File: src/rtl/press_generator_pkg.sv
// press_generator_pkg: state encoding and cycle-count helpers shared by the press generator files
package press_generator_pkg;
  typedef enum logic [1:0] {IDLE = 2'd0, PRESS = 2'd1, GAP = 2'd2} state_t;
  function automatic int ns2cyc(input int ns, input int period);
    return (ns / period < 1) ? 1 : ns / period;
  endfunction
  function automatic int clog2(input int n);
    int r;
    r = 0;
    while ((1 << r) < n) r++;
    return r;
  endfunction
  function automatic int max3(input int a, input int b, input int c);
    return (a > b) ? ((a > c) ? a : c) : ((b > c) ? b : c);
  endfunction
endpackage

File: src/rtl/press_timer.sv
// press_timer: loadable down-counter; expire flags the last counted cycle
module press_timer #(
  parameter int CNT_W = 5
) (
  input  logic             clk,
  input  logic             rst_n,
  input  logic             en,
  input  logic             load,
  input  logic [CNT_W-1:0] load_val,
  output logic [CNT_W-1:0] cnt,
  output logic             expire
);
  always_ff @(posedge clk or negedge rst_n)
    if (!rst_n) cnt <= '0;
    else if (load) cnt <= load_val;
    else if (en) cnt <= cnt - CNT_W'(1);
  assign expire = cnt == CNT_W'(1);
endmodule

File: src/rtl/press_generator.sv
// press_generator: timed short/long button-press generator with valid/ready request handshake.
// Define PRESS_GEN_QUEUE_EN to add a 1-entry request register accepting requests while busy.
module press_generator
  import press_generator_pkg::*;
#(
  parameter int CLK_PERIOD_ns  = 20,
  parameter int SHORT_TIMER_ns = 100,
  parameter int LONG_TIMER_ns  = 500,
  parameter int GAP_TIMER_ns   = 100
) (
  input  logic clk,
  input  logic rst_n,
  input  logic req_valid,
  input  logic req_long,
  output logic req_ready,
  output logic out,
  output logic busy,
  output logic done
);
  localparam int N_SHORT = ns2cyc(SHORT_TIMER_ns, CLK_PERIOD_ns);
  localparam int N_LONG  = ns2cyc(LONG_TIMER_ns, CLK_PERIOD_ns);
  localparam int N_GAP   = ns2cyc(GAP_TIMER_ns, CLK_PERIOD_ns);
  localparam int CNT_W   = clog2(max3(N_SHORT, N_LONG, N_GAP) + 1);
  state_t state, state_n;
  logic [CNT_W-1:0] cnt, load_val;
  logic load, expire, start, start_long;
`ifdef PRESS_GEN_QUEUE_EN
  logic q_full, q_long, accept;
  assign req_ready  = !q_full;
  assign accept     = req_valid && req_ready;
  assign start      = state == IDLE && (q_full || accept);
  assign start_long = q_full ? q_long : req_long;
  // an accept in IDLE with an empty slot starts directly; anything else parks in the slot
  always_ff @(posedge clk or negedge rst_n)
    if (!rst_n) begin
      q_full <= 1'b0;
      q_long <= 1'b0;
    end else if (accept && (state != IDLE || q_full)) begin
      q_full <= 1'b1;
      q_long <= req_long;
    end else if (state == IDLE && q_full) begin
      q_full <= 1'b0;
    end
`else
  assign req_ready  = state == IDLE;
  assign start      = state == IDLE && req_valid;
  assign start_long = req_long;
`endif
  always_comb begin
    load     = start || (state == PRESS && expire);
    load_val = start ? (start_long ? CNT_W'(N_LONG) : CNT_W'(N_SHORT)) : CNT_W'(N_GAP);
    state_n  = start ? PRESS :
               (state == PRESS && expire) ? GAP :
               (state == GAP && expire) ? IDLE : state;
  end
  always_ff @(posedge clk or negedge rst_n)
    if (!rst_n) begin
      state <= IDLE;
      out   <= 1'b0;
      done  <= 1'b0;
    end else begin
      state <= state_n;
      out   <= state_n == PRESS;
      done  <= state == GAP && expire;
    end
  assign busy = state != IDLE;
  press_timer #(.CNT_W(CNT_W)) u_timer (
    .clk      (clk),
    .rst_n    (rst_n),
    .en       (busy && cnt != '0),
    .load     (load),
    .load_val (load_val),
    .cnt      (cnt),
    .expire   (expire)
  );
endmodule
File: config.mk
export PLATFORM = sky130hd
export DESIGN_NAME = press_generator
export DESIGN_NICKNAME = d
export VERILOG_FILES = /design/src/rtl/press_generator_pkg.sv /design/src/rtl/press_timer.sv /design/src/rtl/press_generator.sv
export SDC_FILE = /design/constraint.sdc
export NUM_CORES = 1
export LEC_CHECK = 0
export ABC_CLOCK_PERIOD_IN_PS = 3700
export BUFFER_PORTS_ARGS = -buffer_cell sky130_fd_sc_hd__clkbuf_2
export CELL_PAD_IN_SITES_DETAIL_PLACEMENT = 0
export CELL_PAD_IN_SITES_GLOBAL_PLACEMENT = 1
export CORE_AREA = 2 2 39 41
export DETAILED_ROUTE_END_ITERATION = 6
export DIE_AREA = 0 0 41 43
export PLACE_DENSITY_LB_ADDON = 0.1
export SLEW_MARGIN = 20
export SYNTH_ARGS = -nofsm -noshare
export SYNTH_HDL_FRONTEND = slang
export SYNTH_SLANG_ARGS = --single-unit
File: constraint.sdc
create_clock -name clk -period 3.7 [get_ports clk]
set_clock_uncertainty 0.15 [all_clocks]
set_input_delay 0.185 -clock clk [delete_from_list [all_inputs] [get_ports clk]]
set_output_delay 0.185 -clock clk [all_outputs]
set_load 0.02 [all_outputs]
==> impl_metrics.yaml <==
global_route:
  first_global_vias: 418
  grt_max_degree: 11
  grt_antenna_before_repair: 0
  overflow: 0
  grt_pass1_wl_um: 1840
  grt_usage: 0.162
sta:
  final.setup.tns_ns: 0
  min_period_over_period: 0.468
  fmax_ghz: 0.578
  drv_slew: 0
  worst_pin_slew_ns: 0.442
  rsz0062_at_grt: "no"
  setup-violations-final: 0
  hold_viol_final: 0
  max-slew-margin-rel: 0.702
  period_needed_ns: 1.73
clock_tree:
  h-tree-depth: 1
  path_clk_slew_ns: 0.07
  numCtsBuffers: 3
  ctsLongestPathBuffers: 2
  insertion_delay_ns: 0.27
  cts_sinks: 9
  cts_tree: "done"
  ctsResizeCount: 0
  cts-root-buf: "clkbuf_4"
routing:
  ant_nets: 0
  post_drt_wl_per_cell_um: 14.0
  routed-via-count: 438
  vias_per_cell: 5.54
  drc_errors: 0
  initialDrtViolationCount: 5
  routed_wirelength_um: 1110
  drtPass1Iterations: 4
cells_and_area:
  seq_area_um2: 225
  multi_input_area_um2: 302
  fin_cells: 79
  fillers: 145
  final_nets: 71
  drive_above_1_share: 0.238
  antennaDiodeCount: 0
  area_growth_syn_to_layout_pct: 14.8
floorplan:
  start_util: 0.396
  io_pins: 8
  core-area_mm2: 0.00138
  die-width_um: 41
  rows: 14
  dieArea_mm2: 0.00176
  die_h_um: 43
run_status:
  run_status: "completed"
critical_path:
  worstRegToRegCells: 5
  arrival_ns: 1.73
  path_class: "reg2reg"
  setup.worst_path.end_class: "register"
  r2r_slack_ns: 1.97
  cpPeakStageDelay_ns: 0.43
  crit_family: "simple AND/OR/NAND/NOR gates"
  path_max_fanout: 6
  cpMaxStageDelayCell: "dfrtp_1"
  crit_chain: "inv_1 -> ha_1 -> nor4b_2 -> nor3_1 -> or3b_1"
  required_ns: 3.70
  r2r_start: "u_timer.cnt[0]"
  reg2reg_to: "u_timer.cnt[0]"
  critPathLaunchType: "register"
  crit_buf_inv: 1
run:
  cap_violations: 0
synth:
  syn_inst: 53
  syn_area_um2: 548
  syn-num-nets: 60
  yosysWarningCount: 0
  ys_seq_area_frac: 0.411
  ys_types: 26
  postSynthAreaPerCell_um2: 10.3
  yosys_register_bits: 9
worst_hold_path:
  hold_class: "in2reg"
  min_path_cells: 3
  min-delay-start: "req_valid"
  hold-path-endpoint: "state[0]"
power:
  p_per_area_mw_per_mm2: 885
  ir_worst_vdd_v: 0.000472
  leakage_nw: 0.275
placement:
  portBuffers: 7
  gp_congestion: 0.752
  place_hpwl_um: 789
  placed_cells: 74
## kinds of logic after synthesis
logic type,Yosys count,synth area share
adder cells (fa/ha/maj),3,0.0685
buffers and inverters,5,0.0388
AO/OA/AOI/OAI,15,0.219
AND/OR/NAND/NOR,21,0.263
flip-flops,9,0.411
## per-stage QoR
stage	worst slack (ns)	hold slack, ns	util	instance area, um^2	total power [W]
after floorplan	2.06	-0.261	-	548	0.000416
after global placement	1.98	-0.0893	0.429	593	0.000483
final	1.97	0.0313	0.455	629	0.000557
after CTS	1.97	0.0286	0.455	629	0.000562
after detailed placement	1.99	-0.0926	0.429	593	0.000480
after global routing	1.85	0.0616	0.455	629	0.000610
## how the worst max path moves through the flow
| stage | from | endpoint | depth (start not counted) |
|---|---|---|---|
| final | u_timer.cnt[0] | u_timer.cnt[0] | 5 |
| after global routing | u_timer.cnt[1] | u_timer.cnt[0] | 5 |
| after CTS | u_timer.cnt[1] | u_timer.cnt[0] | 5 |
| after detailed placement | u_timer.cnt[1] | u_timer.cnt[0] | 5 |
| after global placement | u_timer.cnt[1] | u_timer.cnt[0] | 5 |
| after floorplan | u_timer.cnt[0] | u_timer.cnt[0] | 4 |
## final cells by class
cell class | instances | area share
clock buffer | 4 | 0.0417
tap | 16 | 0.0318
multi-input combinational | 39 | 0.479
sequential | 9 | 0.358
timing repair buffer | 8 | 0.0716
inverter | 3 | 0.0179
## state kept, by name, summed over array words and instances, names as in the netlist
name         count
done             1
u_timer.cnt      5
out              1
state            2
## power by group
part | internal [W] | switching [W] | total, W
registers | 0.000144 | 0.0000741 | 0.000218
clock network | 0.0000417 | 0.0000383 | 0.0000801
logic | 0.000125 | 0.000134 | 0.000259
## cells in the final DEF, fill, tap and decap left out, drive strengths merged, types with 2 or more instances in the layout
cell	synthesis	routed
clkbuf	0	11
inv	3	3
nor2	3	3
a211oi	2	2
o21ai	4	4
nand2	5	5
dfrtp	9	9
o31a	3	3
ha	3	3
nor2b	2	2
nor4b	2	2
or3	2	2
a22oi	2	2
## what timing repair did
| action | CTS | global route |
|---|---|---|
| setup buffers | 0 | 0 |
| hold buffers | 1 | 0 |
| endpoints found under the hold margin | 9 | 0 |
## Yosys cell counts
cell type,number,area [um^2]
o31a_1,3,26.3
nor2_2,1,6.26
nor4b_2,2,30.0
a22oi_1,1,7.51
a22oi_2,1,12.5
nor2_1,2,7.51
or4_1,1,7.51
nor2b_1,2,12.5
o41ai_1,1,8.76
nor3b_1,1,7.51
or3_1,2,12.5
buf_2,2,10.0
nor3_1,1,5.00
or4b_1,1,10.0
inv_1,3,11.3
ha_1,3,37.5
dfrtp_1,9,225
o21ai_0,4,20.0
nand4bb_1,1,11.3
or3b_1,1,8.76
a211oi_1,2,15.0
and2_1,1,6.26
o31ai_1,1,7.51
a21oi_1,1,5.00
a22o_4,1,17.5
nand2_1,5,18.8
## worst register-to-register path, delay by kind of cell (launching register included)
kind / cells / cell delay, ns
and+or+nand+nor: 3 / 0.74
adders and majority gates: 1 / 0.19
buffers and inverters: 1 / 0.10
DFF: 1 / 0.43
## routing by layer
metal  up-vias  routed length, um  track usage
li1        218                  -            -
met2         9                510        0.216
met1       207                512        0.212
met5         -                  0            0
met4         0                 40        0.120
met3         4                 44       0.0471
No activity file was read; power rests on OpenSTA's default activity.
